### src/rtl/addc32_seq.sv
// Multi-cycle unsigned adder: DIGIT bits per clock with a registered inter-digit
// carry, behind valid/ready handshakes on both the operand and the result side.
`timescale 1ns/1ps
module addc32_seq #(
  parameter int WIDTH = 32,
  parameter int DIGIT = 4
) (
  input  logic             clk,
  input  logic             rst,
  input  logic             in_valid,
  output logic             in_ready,
  input  logic [WIDTH-1:0] x_a,
  input  logic [WIDTH-1:0] x_b,
  output logic             out_valid,
  input  logic             out_ready,
  output logic [WIDTH-1:0] wx,
  output logic             cout
);

  localparam int N     = WIDTH / DIGIT;
  localparam int CNT_W = (N > 1) ? $clog2(N) : 1;

  typedef enum logic [1:0] {IDLE, RUN, DONE} state_t;

  state_t                 state_q, state_d;
  logic [WIDTH-1:0]       a_q, b_q;
  logic [CNT_W-1:0]       cnt_q;
  logic                   carry_q;
  logic                   accept;
  logic                   last_digit;
  logic [DIGIT:0]         digit_sum;
  logic [WIDTH+DIGIT-1:0] wx_cat;

  assign digit_sum  = {1'b0, a_q[DIGIT-1:0]} + {1'b0, b_q[DIGIT-1:0]}
                    + (DIGIT+1)'(carry_q);
  // Concatenating before slicing keeps the shift legal even when DIGIT == WIDTH.
  assign wx_cat     = {digit_sum[DIGIT-1:0], wx};
  assign last_digit = (cnt_q == CNT_W'(N - 1));

  // NOTE: every output of this block gets a default first, so no path leaves
  // a signal unassigned and no latch is inferred.
  always_comb begin
    state_d   = state_q;
    in_ready  = 1'b0;
    out_valid = 1'b0;
    accept    = 1'b0;
    case (state_q)
      IDLE: begin
        in_ready = 1'b1;
        if (in_valid) begin
          accept  = 1'b1;
          state_d = RUN;
        end
      end
      RUN: begin
        if (last_digit) state_d = DONE;
      end
      DONE: begin
        out_valid = 1'b1;
        if (out_ready) state_d = IDLE;
      end
      default: state_d = IDLE;
    endcase
  end

  // NOTE: sequential state uses non-blocking assignments so every register
  // samples pre-edge values, independent of statement order.
  always_ff @(posedge clk) begin
    if (rst) begin
      state_q <= IDLE;
      wx      <= '0;
      cout    <= 1'b0;
      carry_q <= 1'b0;
      cnt_q   <= '0;
    end else begin
      state_q <= state_d;
      case (state_q)
        IDLE: begin
          if (accept) begin
            carry_q <= 1'b0;
            cnt_q   <= '0;
          end
        end
        RUN: begin
          wx      <= wx_cat[WIDTH+DIGIT-1:DIGIT];
          carry_q <= digit_sum[DIGIT];
          cnt_q   <= cnt_q + 1'b1;
          if (last_digit) cout <= digit_sum[DIGIT];
        end
        default: ;
      endcase
    end
  end

  // NOTE: the operand shift registers carry no reset; they are always loaded
  // on acceptance before any digit of them is consumed.
  always_ff @(posedge clk) begin
    if (accept) begin
      a_q <= x_a;
      b_q <= x_b;
    end else if (state_q == RUN) begin
      a_q <= a_q >> DIGIT;
      b_q <= b_q >> DIGIT;
    end
  end

endmodule

### config.mk
export PLATFORM = sky130hd
export DESIGN_NAME = addc32_seq
export DESIGN_NICKNAME = d
export VERILOG_FILES = /design/src/rtl/addc32_seq.sv
export SDC_FILE = /design/constraint.sdc
export NUM_CORES = 1
export LEC_CHECK = 0
export ABC_AREA = 1
export CORE_UTILIZATION = 45
export CTS_BUF_LIST = sky130_fd_sc_hd__clkbuf_16
export DETAILED_ROUTE_END_ITERATION = 10
export PLACE_DENSITY_LB_ADDON = 0.08
export REMOVE_ABC_BUFFERS = 1
export SYNTH_ARGS = -nofsm -noshare
export SYNTH_HDL_FRONTEND = slang
export SYNTH_SLANG_ARGS = --single-unit
export TNS_END_PERCENT = 1
### constraint.sdc
create_clock -name clk -period 4.9 [get_ports clk]
set_input_delay 0.735 -clock clk [delete_from_list [all_inputs] [get_ports clk]]
set_output_delay 0.735 -clock clk [all_outputs]
set_load 0.01 [all_outputs]
==> impl_metrics.yaml, run 1 <==
sta:
  fmax_ghz: 0.386
  setup_tns_ns: 0
  setup_viol: 0
  timing.final.ws_setup_ns: 2.31
  period_minus_slack_ns: 2.59
  worst_pin_slew_ns: 1.18
  fin_crit_sh_pct: 52.8
  skew_ns: 0.00704
  slew_violations: 0
  rsz0062_at_grt: "no"
  hold_ws_ns: 0.471
  hold_viol: 0
  max_slew_margin_pct: 21.3
placed_design:
  dpl.cell_count: 674
  place_ws_ns: 2.13
  globalplace.congestion: 0.768
  portBuffers: 102
  dp_hpwl_mm: 5.22
clocking:
  cts.sinks: 103
  cts_tree: "done"
  h-tree-depth: 3
  cts_buffers: 9
  clock-root-buffer: "clkbuf_16"
  cts_resized: 0
  path_clk_slew_ns: 0.06
  cts_hold_buf: 0
  clk_path_buf_depth: 2
  clkLatencyLatePin_ns: 0.33
  postCtsSetupBuffers: 0
global_routing:
  grt_overflow: 0
  grt_pass1_vias: 3066
  grt_usage_pct: 17.5
  grt_max_degree: 66
  antenna_found_initial: 0
  grt_pass1_wl_mm: 13.8
route:
  viasPerCell: 4.84
  drc: 0
  dr.pass1.iters: 5
  ant_nets: 0
  wl_per_cell_um: 12.0
  via_count: 3333
  drtIter0Drc: 160
  routed_wirelength_mm: 8.25
floorplanning:
  core_um2: 9280
  io_pins: 103
  die_y_um: 100
  start_util_pct: 46.5
  die_area_um2: 9990
  rows: 35
  dieWidth_um: 100
min_path:
  min_path_type: "reg -> reg"
setup_path:
  required_ns: 4.97
  cp_slowest_stage_delay_ns: 0.78
  start_kind: "flop"
  end_kind: "flop"
  crit_fanout: 65
  path_cells: "nor2_4 > buf_4 > nand2_2 > nand2_1 > nand2_1"
  critPathKind: "reg -> reg"
  crit_slowest_cell: "nand2_2"
  critPathArrivalTime_ns: 2.66
  crit_top_cell: "nand2_1"
flow_run:
  cap_violations: 0
cells_and_area:
  nets: 631
  fill_cells: 855
  final_common_cell: "nand2_1"
  fin_cells: 689
  layout_common_cells: "nand2_1 (128), clkdlybuf4s50_1 (101), nor2_1 (72)"
  area_growth_syn_to_layout_pct: 31.4
  diodes: 0
  drive_above_1_share_pct: 3.75
synth:
  ys_types: 19
  ys_warn_count: 0
  netlist_area_um2: 4320
  syn_inst: 468
  yosysSeqAreaShare_pct: 62.6
  postSynthAreaPerCell_um2: 9.23
  ys_seq_elements: 103
power_and_ir_drop:
  p_leak_nw: 2.40
  finalPower_mw: 2.05
  peakVddDrop_mv: 0.189
  power_density_nw_per_um2: 361
run_status:
  status: "completed"
synthesized netlist by cell type:
cell / number / area share [%]
inv_2: 1 / 0.087
nand2_1: 129 / 11
ha_1: 5 / 1.4
or2_1: 1 / 0.14
xor2_1: 1 / 0.20
nor2_1: 72 / 6.3
dfxtp_1: 39 / 18
nor2_2: 1 / 0.14
edfxtp_1: 64 / 45
buf_2: 15 / 1.7
inv_1: 20 / 1.7
nand3b_1: 1 / 0.17
buf_1: 3 / 0.26
o21ai_0: 33 / 3.8
a21oi_1: 10 / 1.2
nand3_1: 60 / 7.0
clkbuf_1: 9 / 0.78
buf_4: 2 / 0.35
fa_1: 2 / 0.93
critical path: cells and delay by family, from the launching register on:
kind	cells	cell delay (ns)
AND/OR/NAND/NOR	4	1.47
buffers and inverters	1	0.46
flip-flops	1	0.37
logic make-up after synthesis:
| family | Yosys count | synth area share (%) |
|---|---|---|
| AO/OA/AOI/OAI | 43 | 4.98 |
| XOR/XNOR | 1 | 0.203 |
| adder cells (fa/ha/maj) | 7 | 2.38 |
| buffers and inverters | 50 | 4.95 |
| flip-flops | 103 | 62.6 |
| AND/OR/NAND/NOR | 264 | 24.9 |
routing by layer:
layer,track usage [%],routed length (um),vias up
met2,29.0,3880,93
met5,0,0,-
met1,22.8,3850,1521
met3,3.34,405,9
li1,-,-,1710
met4,6.79,112,0
sequential cells by signal (all words and copies together) (netlist names):
name,count
a_q,32
wx,32
b_q,32
state_q,2
cnt_q,3
carry_q,1
cout,1
power breakdown:
group | internal, mW | switching [mW] | total (mW)
clock | 0.368 | 0.290 | 0.658
sequential | 1.03 | 0.0355 | 1.07
combinational | 0.154 | 0.168 | 0.321
total | 1.56 | 0.493 | 2.05
layout make-up:
class                      instances  area, um^2  area share, %
tap                              129         161           2.85
timing repair buffer             106        1050           18.4
sequential                       103        2700           47.7
clock buffer                      10         250           4.41
multi-input combinational        315        1410           24.8
clock inverter                     5        23.8          0.419
inverter                          21        78.8           1.39
path summary, 6_finish.rpt:
kind / startpoint / to / slack [ns] / depth (start not counted)
worst min register to register: cnt_q[1]$_SDFFE_PP0P_ / cnt_q[1]$_SDFFE_PP0P_ / 0.47 / 2
worst min-delay path: cnt_q[1]$_SDFFE_PP0P_ / cnt_q[1]$_SDFFE_PP0P_ / 0.47 / 2
worst max register to register: state_q[0]$_SDFFE_PP0P_ / b_q[13]$_DFFE_PP_ / 2.31 / 5
worst max-delay path: state_q[0]$_SDFFE_PP0P_ / b_q[13]$_DFFE_PP_ / 2.31 / 5
stage by stage:
stage	utilization, %	instance area, um^2
final	61.1	5670
after global routing	61.1	5670
after CTS	61.1	5670
after detailed placement	58.1	5400
after global placement	58.1	5400
after floorplan	-	4180
Power figures use the tool's default switching activity.
==> run 2: changes to the inputs <==
- clock period: 4.9 -> 2.5 ns (I/O delays scaled with it)
==> impl_metrics.yaml, run 2 (synthesized netlist as in run 1, its figures left out) <==
clocking:
  clk_path_buf_depth: 2
  cts.sinks: 103
  cts_resized: 0
  cts_tree: "done"
  h-tree-depth: 3
  postCtsSetupBuffers: 0
  clock-root-buffer: "clkbuf_16"
  clkLatencyLatePin_ns: 0.34
  cts_hold_buf: 0
  path_clk_slew_ns: 0.07
  cts_buffers: 9
sta:
  max_slew_margin_pct: 57.5
  fmax_ghz: 0.540
  timing.final.ws_setup_ns: 0.647
  skew_ns: 0.00780
  period_minus_slack_ns: 1.85
  fin_crit_sh_pct: 74.1
  setup_tns_ns: 0
  worst_pin_slew_ns: 0.637
  rsz0062_at_grt: "no"
  hold_viol: 0
  hold_ws_ns: 0.475
  setup_viol: 0
  slew_violations: 0
power_and_ir_drop:
  internal-power_mw: 3.12
  p_clk_share_pct: 33.5
  switchingPower_mw: 0.994
  p_leak_nw: 2.43
  p_comb_share_pct: 15.5
  p_sw_share_pct: 24.2
  pwr-share-seq_pct: 51.0
  peakVddDrop_mv: 0.308
  power_density_nw_per_um2: 717
setup_path:
  path_buf_inv: 2
  critPathArrivalTime_ns: 1.48
  cp_slowest_stage_delay_ns: 0.55
  path_cells: "inv_1 > nor2_1 > clkdlybuf4s50_1"
  crit_fanout: 3
  crit_slowest_cell: "clkdlybuf4s50_1"
  start_kind: "flop"
  required_ns: 2.12
  path_delay_family: "buffers and inverters"
  end_kind: "output port"
  critPathKind: "reg -> out"
route:
  viasPerCell: 4.84
  via_count: 3365
  drc: 0
  drt-met1-wl_mm: 4.02
  wl_met2_mm: 3.97
  top_layer_used: "met4"
  ant_nets: 0
  drtIter0Drc: 106
  wl_per_cell_um: 12.2
  dr.pass1.iters: 5
  routed_wirelength_mm: 8.49
  wl_met3_um: 398
global_routing:
  grt_overflow: 0
  antenna_found_initial: 0
  grt_usage_pct: 17.9
  grt_max_degree: 58
  grt_pass1_vias: 3086
  grt_pass1_wl_mm: 14.0
cells_and_area:
  diodes: 0
  final_util_pct: 61.7
  fin_cells: 695
  area_growth_syn_to_layout_pct: 32.7
  final_common_cell: "nand2_1"
  fill_cells: 825
  layout_common_cells: "nand2_1 (128), clkdlybuf4s50_1 (101), nor2_1 (72)"
  top_regs: "a_q x32, b_q x32, wx x32"
  nets: 636
  drive_above_1_share_pct: 4.77
placed_design:
  portBuffers: 102
  globalplace.congestion: 0.783
  dp_hpwl_mm: 5.43
  place_ws_ns: 0.669
  dpl.cell_count: 679
floorplanning:
  die_y_um: 100
  rows: 35
  core_um2: 9280
  start_util_pct: 46.5
  io_pins: 103
  dieWidth_um: 100
  die_area_um2: 9990
min_path:
  min_path_type: "reg -> reg"
run_status:
  status: "completed"
flow_run:
  cap_violations: 0
## run 2: worst paths after layout
kind	startpoint	end	slack, ns	depth (start not counted)
max	state_q[1]$_SDFFE_PP0P_	out_valid	0.65	3
min	cnt_q[2]$_SDFFE_PP0P_	cnt_q[2]$_SDFFE_PP0P_	0.48	2
max reg2reg	state_q[0]$_SDFFE_PP0P_	cout$_SDFFE_PP0P_	0.79	6
min reg2reg	cnt_q[2]$_SDFFE_PP0P_	cnt_q[2]$_SDFFE_PP0P_	0.48	2
## run 2: power by group through the flow
stage          combinational [mW]  clock (mW)  sequential (mW)
6_report                    0.639        1.38             2.10
5_1_grt                     0.724        1.46             2.12
4_1_cts                     0.647        1.40             2.10
3_5_place_dp                0.645           0             2.14
3_3_place_gp                0.624           0             2.13
2_1_floorplan               0.312           0             2.14
## run 2: layout make-up
cell class	count	area [um^2]	area share [%]
clock buffers	11	275	4.80
clock inverters	5	21.3	0.371
inverters	21	78.8	1.38
multi-input cells	315	1410	24.6
flip-flops and latches	103	2700	47.2
well taps	129	161	2.82
repair buffers	111	1080	18.9
## run 2: worst min-delay path: cells and delay by family, from the launching register on
family	cells	cell delay (ns)
and+or+nand+nor	1	0.06
AOI/OAI and AO/OA	1	0.05
DFF	1	0.32
## run 2: through the flow
| stage | total power, mW | area (um^2) |
|---|---|---|
| floorplan | 2.46 | 4180 |
| global placement | 2.75 | 5440 |
| detailed placement | 2.78 | 5440 |
| CTS | 4.15 | 5730 |
| global route | 4.30 | 5730 |
| finish | 4.11 | 5730 |
## run 2: layer usage
layer / global-route usage (%) / vias to the layer above
met2: 29.6 / 87
li1: - / 1728
met1: 23.4 / 1538
met5: 0 / -
met3: 3.90 / 12
met4: 6.11 / 0
==> run 3: changes to the inputs <==
- clock period: 2.5 -> 1.8 ns (I/O delays scaled with it)
==> impl_metrics.yaml, run 3 (synthesized netlist as in run 1, its figures left out) <==
floorplanning:
  core_um2: 9280
  io_pins: 103
  die_y_um: 100
  dieWidth_um: 100
  start_util_pct: 46.5
  die_area_um2: 9990
  rows: 35
sta:
  period_minus_slack_ns: 1.72
  skew_ns: 0.00841
  hold_viol: 0
  slew_violations: 0
  setup_viol: 0
  worst_pin_slew_ns: 0.411
  max_slew_margin_pct: 72.5
  rsz0062_at_grt: "no"
  setup_tns_ns: 0
  fmax_ghz: 0.581
  fin_crit_sh_pct: 95.7
clocking:
  cts_resized: 0
  h-tree-depth: 3
  cts_hold_buf: 0
  cts_tree: "done"
  path_clk_slew_ns: 0.07
  clk_path_buf_depth: 2
  cts_buffers: 9
  clock-root-buffer: "clkbuf_16"
  clkLatencyLatePin_ns: 0.34
  cts.sinks: 103
  postCtsSetupBuffers: 0
setup_path:
  start_kind: "flop"
  crit_slowest_cell: "clkdlybuf4s50_1"
  required_ns: 1.53
  path_buf_inv: 1
  end_kind: "output port"
  cp_slowest_stage_delay_ns: 0.59
  r2r_start: "a_q[0]$_DFFE_PP_"
  critPathKind: "reg -> out"
  critPathArrivalTime_ns: 1.45
  crit_fanout: 5
  r2r_cells: 7
  rrSetupSlack_ns: 0.22
  path_cells: "nor2_4 > clkdlybuf4s50_1"
  timing.rr.end: "cout$_SDFFE_PP0P_"
  path_delay_family: "buffers and inverters"
cells_and_area:
  layout_common_cells: "nand2_1 (128), clkdlybuf4s50_1 (100), nor2_1 (72)"
  final_common_cell: "nand2_1"
  fin_cells: 698
  diodes: 0
  drive_above_1_share_pct: 5.80
  top_regs: "a_q x32, b_q x32, wx x32"
  area_growth_syn_to_layout_pct: 33.6
  nets: 639
route:
  via_count: 3405
  drtIter0Drc: 157
  dr.pass1.iters: 5
  ant_nets: 0
  viasPerCell: 4.88
  routed_wirelength_mm: 8.51
  drc: 0
  wl_per_cell_um: 12.2
flow_run:
  cap_violations: 0
power_and_ir_drop:
  p_leak_nw: 2.46
  p_clk_share_pct: 32.2
  pwr-share-seq_pct: 51.8
  finalPower_mw: 5.63
  peakVddDrop_mv: 0.476
  internal-power_mw: 4.20
  power_density_nw_per_um2: 975
  switchingPower_mw: 1.43
  p_sw_share_pct: 25.3
  p_comb_share_pct: 16.0
global_routing:
  antenna_found_initial: 0
  grt_pass1_vias: 3169
  grt.met1_usage_pct: 22.7
  grt_overflow: 0
  grt_max_degree: 66
  busiest_layer: "met2"
  met2_usage_pct: 31.0
  grt_usage_pct: 18.2
  grt.met3_usage_pct: 3.97
  grt_pass1_wl_mm: 14.3
min_path:
  min_path_type: "reg -> reg"
  hold_depth: 1
  hold_path_end: "cnt_q[0]$_SDFFE_PP0P_"
  min_from: "cnt_q[0]$_SDFFE_PP0P_"
placed_design:
  globalplace.congestion: 0.765
  dpl.cell_count: 682
  dp_hpwl_mm: 5.59
  portBuffers: 102
run_status:
  status: "completed"
[run 3: per-layer routing]
layer	routed length [um]	up-vias
met2	4160	100
li1	-	1735
met5	0	-
met3	437	12
met1	3760	1558
met4	150	0
[run 3: power by group through the flow]
stage               clock, mW  sequential, mW  combinational, mW
CTS                      1.85            2.92              0.916
floorplan                   0            2.98              0.434
global route             1.94            2.94               1.02
finish                   1.81            2.91              0.902
global placement            0            2.96              0.887
detailed placement          0            2.97              0.910
[run 3: worst max path at each step]
stage                                       start           endpoint  slack [ns]  depth (start not counted)
after floorplan           state_q[0]$_SDFFE_PP0P_   a_q[0]$_DFFE_PP_       -1.47                          4
after global placement           a_q[0]$_DFFE_PP_  cout$_SDFFE_PP0P_        0.25                          7
after detailed placement         a_q[0]$_DFFE_PP_  cout$_SDFFE_PP0P_        0.23                          7
after CTS                 state_q[1]$_SDFFE_PP0P_          out_valid        0.02                          3
after global routing      state_q[0]$_SDFFE_PP0P_           in_ready        0.02                          2
final                     state_q[1]$_SDFFE_PP0P_           in_ready        0.08                          2
[run 3: final cells by class]
class	count	area (um^2)
Clock inverter	7	46.3
Inverter	21	78.8
Sequential cell	103	2700
Tap cell	129	161
Timing Repair Buffer	114	1150
Clock buffer	9	225
Multi-Input combinational cell	315	1410
Fill cell	861	3510
[run 3: per-stage QoR]
stage / setup WS (ns) / cell area (um^2) / util, % / hold WS (ns)
final: 0.0778 / 5770 / 62.1 / 0.464
after global routing: 0.0195 / 5770 / 62.1 / 0.486
after CTS: 0.0209 / 5770 / 62.1 / 0.468
after detailed placement: 0.227 / 5500 / 59.2 / 0.460
after global placement: 0.252 / 5500 / 59.2 / 0.441
after floorplan: -1.47 / 4180 / - / 0.339
==> RTL change 1 (config.mk and constraints of run 2) <==
`WIDTH`: 32 -> 16.
--- a/src/rtl/addc32_seq.sv
+++ b/src/rtl/addc32_seq.sv
@@ -2,7 +2,7 @@
 // carry, behind valid/ready handshakes on both the operand and the result side.
 `timescale 1ns/1ps
 module addc32_seq #(
-  parameter int WIDTH = 32,
+  parameter int WIDTH = 16,
   parameter int DIGIT = 4
 ) (
   input  logic             clk,
Interface: changed (resized wx, x_a and x_b); port bits go from 103 to 55. The function was not compared with the original's and may differ.
==> RTL change 1 against run 2 <==
Worst setup slack lost 0.12 ns; critical path depth fell by 1; routed wire length shrank 48%; fmax fell by 6.0%; clock power down 53%; synthesized area down 45%; register-to-register slack better by 0.10 ns; first-iteration DRC count is 24% lower; sequential cell count decreased by 49; cell count fell by 46%; sequential share of layout area decreased by 1.7 points; design area decreased by 46%; power down 49%.
==> RTL change 1: results (changes against run 2) <==
Largest regs a_q (16), b_q (16), wx (16); DR iter-0 viols 81 (-24%); M3 GR Usage 0.0535 (+0.0146); total track usage 0.178 (-0.00136); status complete, no violations; met1 GRT Util 0.189 (-0.0449); vias in the first global route 1705 (-45%); I/O Buffers 54 (-47%); Critical R2R Launch b_q[0]; worst skew pair latency 0.29 ns (-0.05 ns); EDFF count, synth 32 (-50%); count of cell types in the netlist 24 (+5); dpl hpwl 3060 um (-44%); Initial DRT Pass Iterations 4 (-1); critical path fanouts, max 13 (+10); layout net count 347 (-45%); LEAKAGE 1.31 nW (-46%); Synth top cells by count 55 x nand2_1, 40 x nor2_1, 32 x edfxtp_1, 28 x nand3_1, 22 x dfxtp_1; register area share after synthesis 0.586 (-0.0395); Final GP Congestion 0.747 (-4.6%); first-pass GRT wire length 7270 um (-48%); DRT Wirelength 4380 um (-48%); vias post-DR 1788 (-47%); Layout fillers 472 (-43%); Synth area leaders edfxtp_1 40%, dfxtp_1 18%, nand2_1 8.6%
[RTL change 1: path summary, 6_finish.rpt]
check                                 to  slack [ns]  depth (start not counted)
worst min register to register  cnt_q[1]        0.48                          2
worst min-delay path            cnt_q[1]        0.48                          2
worst max-delay path            in_ready        0.53                          2
worst max register to register   carry_q        0.89                          6
[RTL change 1: final cells by class]
| type | count | area, um2 | area share |
|---|---|---|---|
| multi-input combinational | 164 | 800 | 0.259 |
| inverter | 21 | 81.3 | 0.0264 |
| timing repair buffer | 59 | 578 | 0.187 |
| clock inverter | 3 | 12.5 | 0.00406 |
| sequential | 54 | 1400 | 0.454 |
| clock buffer | 5 | 125 | 0.0406 |
| tap | 70 | 87.6 | 0.0284 |
[RTL change 1: cell families after synthesis]
| family | Yosys count | synth area share |
|---|---|---|
| buffers and inverters | 33 | 0.0791 |
| DFF | 54 | 0.586 |
| adders and majority gates | 6 | 0.0377 |
| xor gates and xnor gates | 1 | 0.00367 |
| AOI/OAI and AO/OA | 28 | 0.0634 |
| and+or+nand+nor | 129 | 0.230 |
[RTL change 1: worst max-delay path, cell delays in order (launching register included)]
cell             delay [ns]
dfxtp_1                0.40
nor2_4                 0.31
clkdlybuf4s50_1        0.60
[RTL change 1: through the flow]
stage          hold slack (ns)  cell area (um2)  setup WS (ns)  std cells
2_1_floorplan            0.437             2280          0.840        239
3_3_place_gp             0.462             2950          0.667        368
3_5_place_dp             0.474             2950          0.632        368
4_1_cts                  0.485             3090          0.506        376
5_1_grt                  0.503             3090          0.466        376
6_report                 0.481             3090          0.528        376
[RTL change 1: power by group]
part	internal (mW)	switching [mW]	total [mW]
registers	1.05	0.0400	1.09
logic	0.176	0.186	0.362
clock network	0.363	0.288	0.651
[RTL change 1: routing by layer]
layer | up-vias | part of all wire
met2 | 57 | 0.52
met4 | 0 | 0.028
met1 | 795 | 0.40
met3 | 10 | 0.057
met5 | - | 0
li1 | 926 | -
==> RTL change 2 (flow settings as in run 2) <==
Made on the original files. Re-encode `state_t` (3 states) as one-hot, 3 bits wide.
--- a/src/rtl/addc32_seq.sv
+++ b/src/rtl/addc32_seq.sv
@@ -20,7 +20,7 @@
   localparam int N     = WIDTH / DIGIT;
   localparam int CNT_W = (N > 1) ? $clog2(N) : 1;
 
-  typedef enum logic [1:0] {IDLE, RUN, DONE} state_t;
+  typedef enum logic [2:0] {IDLE = 3'b001, RUN = 3'b010, DONE = 3'b100} state_t;
 
   state_t                 state_q, state_d;
   logic [WIDTH-1:0]       a_q, b_q;
Formal check against the unedited RTL: same outputs for any inputs over 10 cycles, from zero or initial values and one cycle with rst high; not proved beyond that.
==> RTL change 2 against run 2 <==
Global-route usage is 1.7 points lower; non-clock buffer count is 3 lower; synthesized cell count is 0.64% higher; core utilization is 0.59 points higher; critical path type unchanged; sequential cell count is 1 higher; via count is 4.9% lower; design area is 2.4% higher; synthesized area is 3.4% higher; power is 1.8% higher; worst setup slack worse by 0.082 ns; routed wire length is 11% lower.
==> RTL change 2: results (changes against run 2) <==
status complete, no violations; Hold Path End cnt_q[0]; WP data arrival 1.56 ns (+0.08 ns); Layout fillers 839 (+1.7%); Post-Synth Adder-Cell Area 0.0230 (-0.000792); Yosys reg bits 104 (+0.97%); Worst Tran Pin Value 0.415 ns (-0.221 ns); register area share after synthesis 0.610 (-0.0164); Initial DRT Pass Iterations 4 (-1); Worst path max stage delay 0.52 ns (-0.03 ns); first-pass GRT wire length 13100 um (-6.5%); vias post-DR 3201 (-4.9%); Post-Synth XOR/XNOR Area 0.00196 (-0.0000676); Final GP Congestion 0.751 (-4.2%); grt met2 use 0.273 (-0.0226); layout cell share with drive strength beyond 1 0.0630 (+0.0153); met1 GRT Util 0.205 (-0.0288); inverters 75 (+260%); Worst Setup SP state_q[0]; Synth top cells by count 73 x inv_1, 70 x nand2_1, 69 x nor2_1, 68 x o21ai_0, 64 x edfxtp_1; layout net count 641 (+0.79%); Internal 3.20 mW (+2.5%); count of plain and timing-repair buffers 108 (-2.7%); DRT Wirelength 7570 um (-11%); setup slack, reg-to-reg 0.77 ns (-0.02 ns)
[RTL change 2: cell types whose count changed after synthesis, moves of 2 or more]
cell | run 2 | this run
inv_1 | 20 | 73
buf_12 | 0 | 2
buf_4 | 2 | 0
buf_2 | 15 | 5
nor2_2 | 1 | 10
nor2_1 | 72 | 69
buf_6 | 0 | 7
o21ai_1 | 0 | 21
nand2_1 | 129 | 70
buf_1 | 3 | 0
o21ai_0 | 33 | 68
nand3_1 | 60 | 9
[RTL change 2: power groups by stage]
stage                     Combinational (mW)  Sequential, mW  Clock [mW]
after floorplan                        0.347            2.17           0
after global placement                 0.625            2.16           0
after detailed placement               0.644            2.17           0
after CTS                              0.647            2.13        1.46
after global routing                   0.734            2.15        1.52
final                                  0.636            2.13        1.42
[RTL change 2: stage by stage]
| step | power [mW] | hold WS, ns | instance area (um2) | instances | worst slack, ns |
|---|---|---|---|---|---|
| after floorplan | 2.52 | 0.432 | 4290 | 447 | -0.781 |
| after global placement | 2.79 | 0.448 | 5560 | 684 | 0.684 |
| after detailed placement | 2.81 | 0.455 | 5560 | 684 | 0.666 |
| after CTS | 4.24 | 0.463 | 5870 | 700 | 0.543 |
| after global routing | 4.40 | 0.501 | 5870 | 700 | 0.486 |
| final | 4.19 | 0.459 | 5870 | 700 | 0.565 |
[RTL change 2: layer usage]
layer  vias to the layer above  share of wire  routed length [um]
li1                       1696              -                   -
met1                      1422           0.46                3500
met2                        75           0.47                3570
met3                         8          0.052                 397
met4                         0          0.013                  97
met5                         -              0                   0
[RTL change 2: critical path: cells and delay by family, from the launching register on]
kind	cells	cell delay, ns
DFF	1	0.37
and+or+nand+nor	2	0.21
buffers and inverters	3	0.65
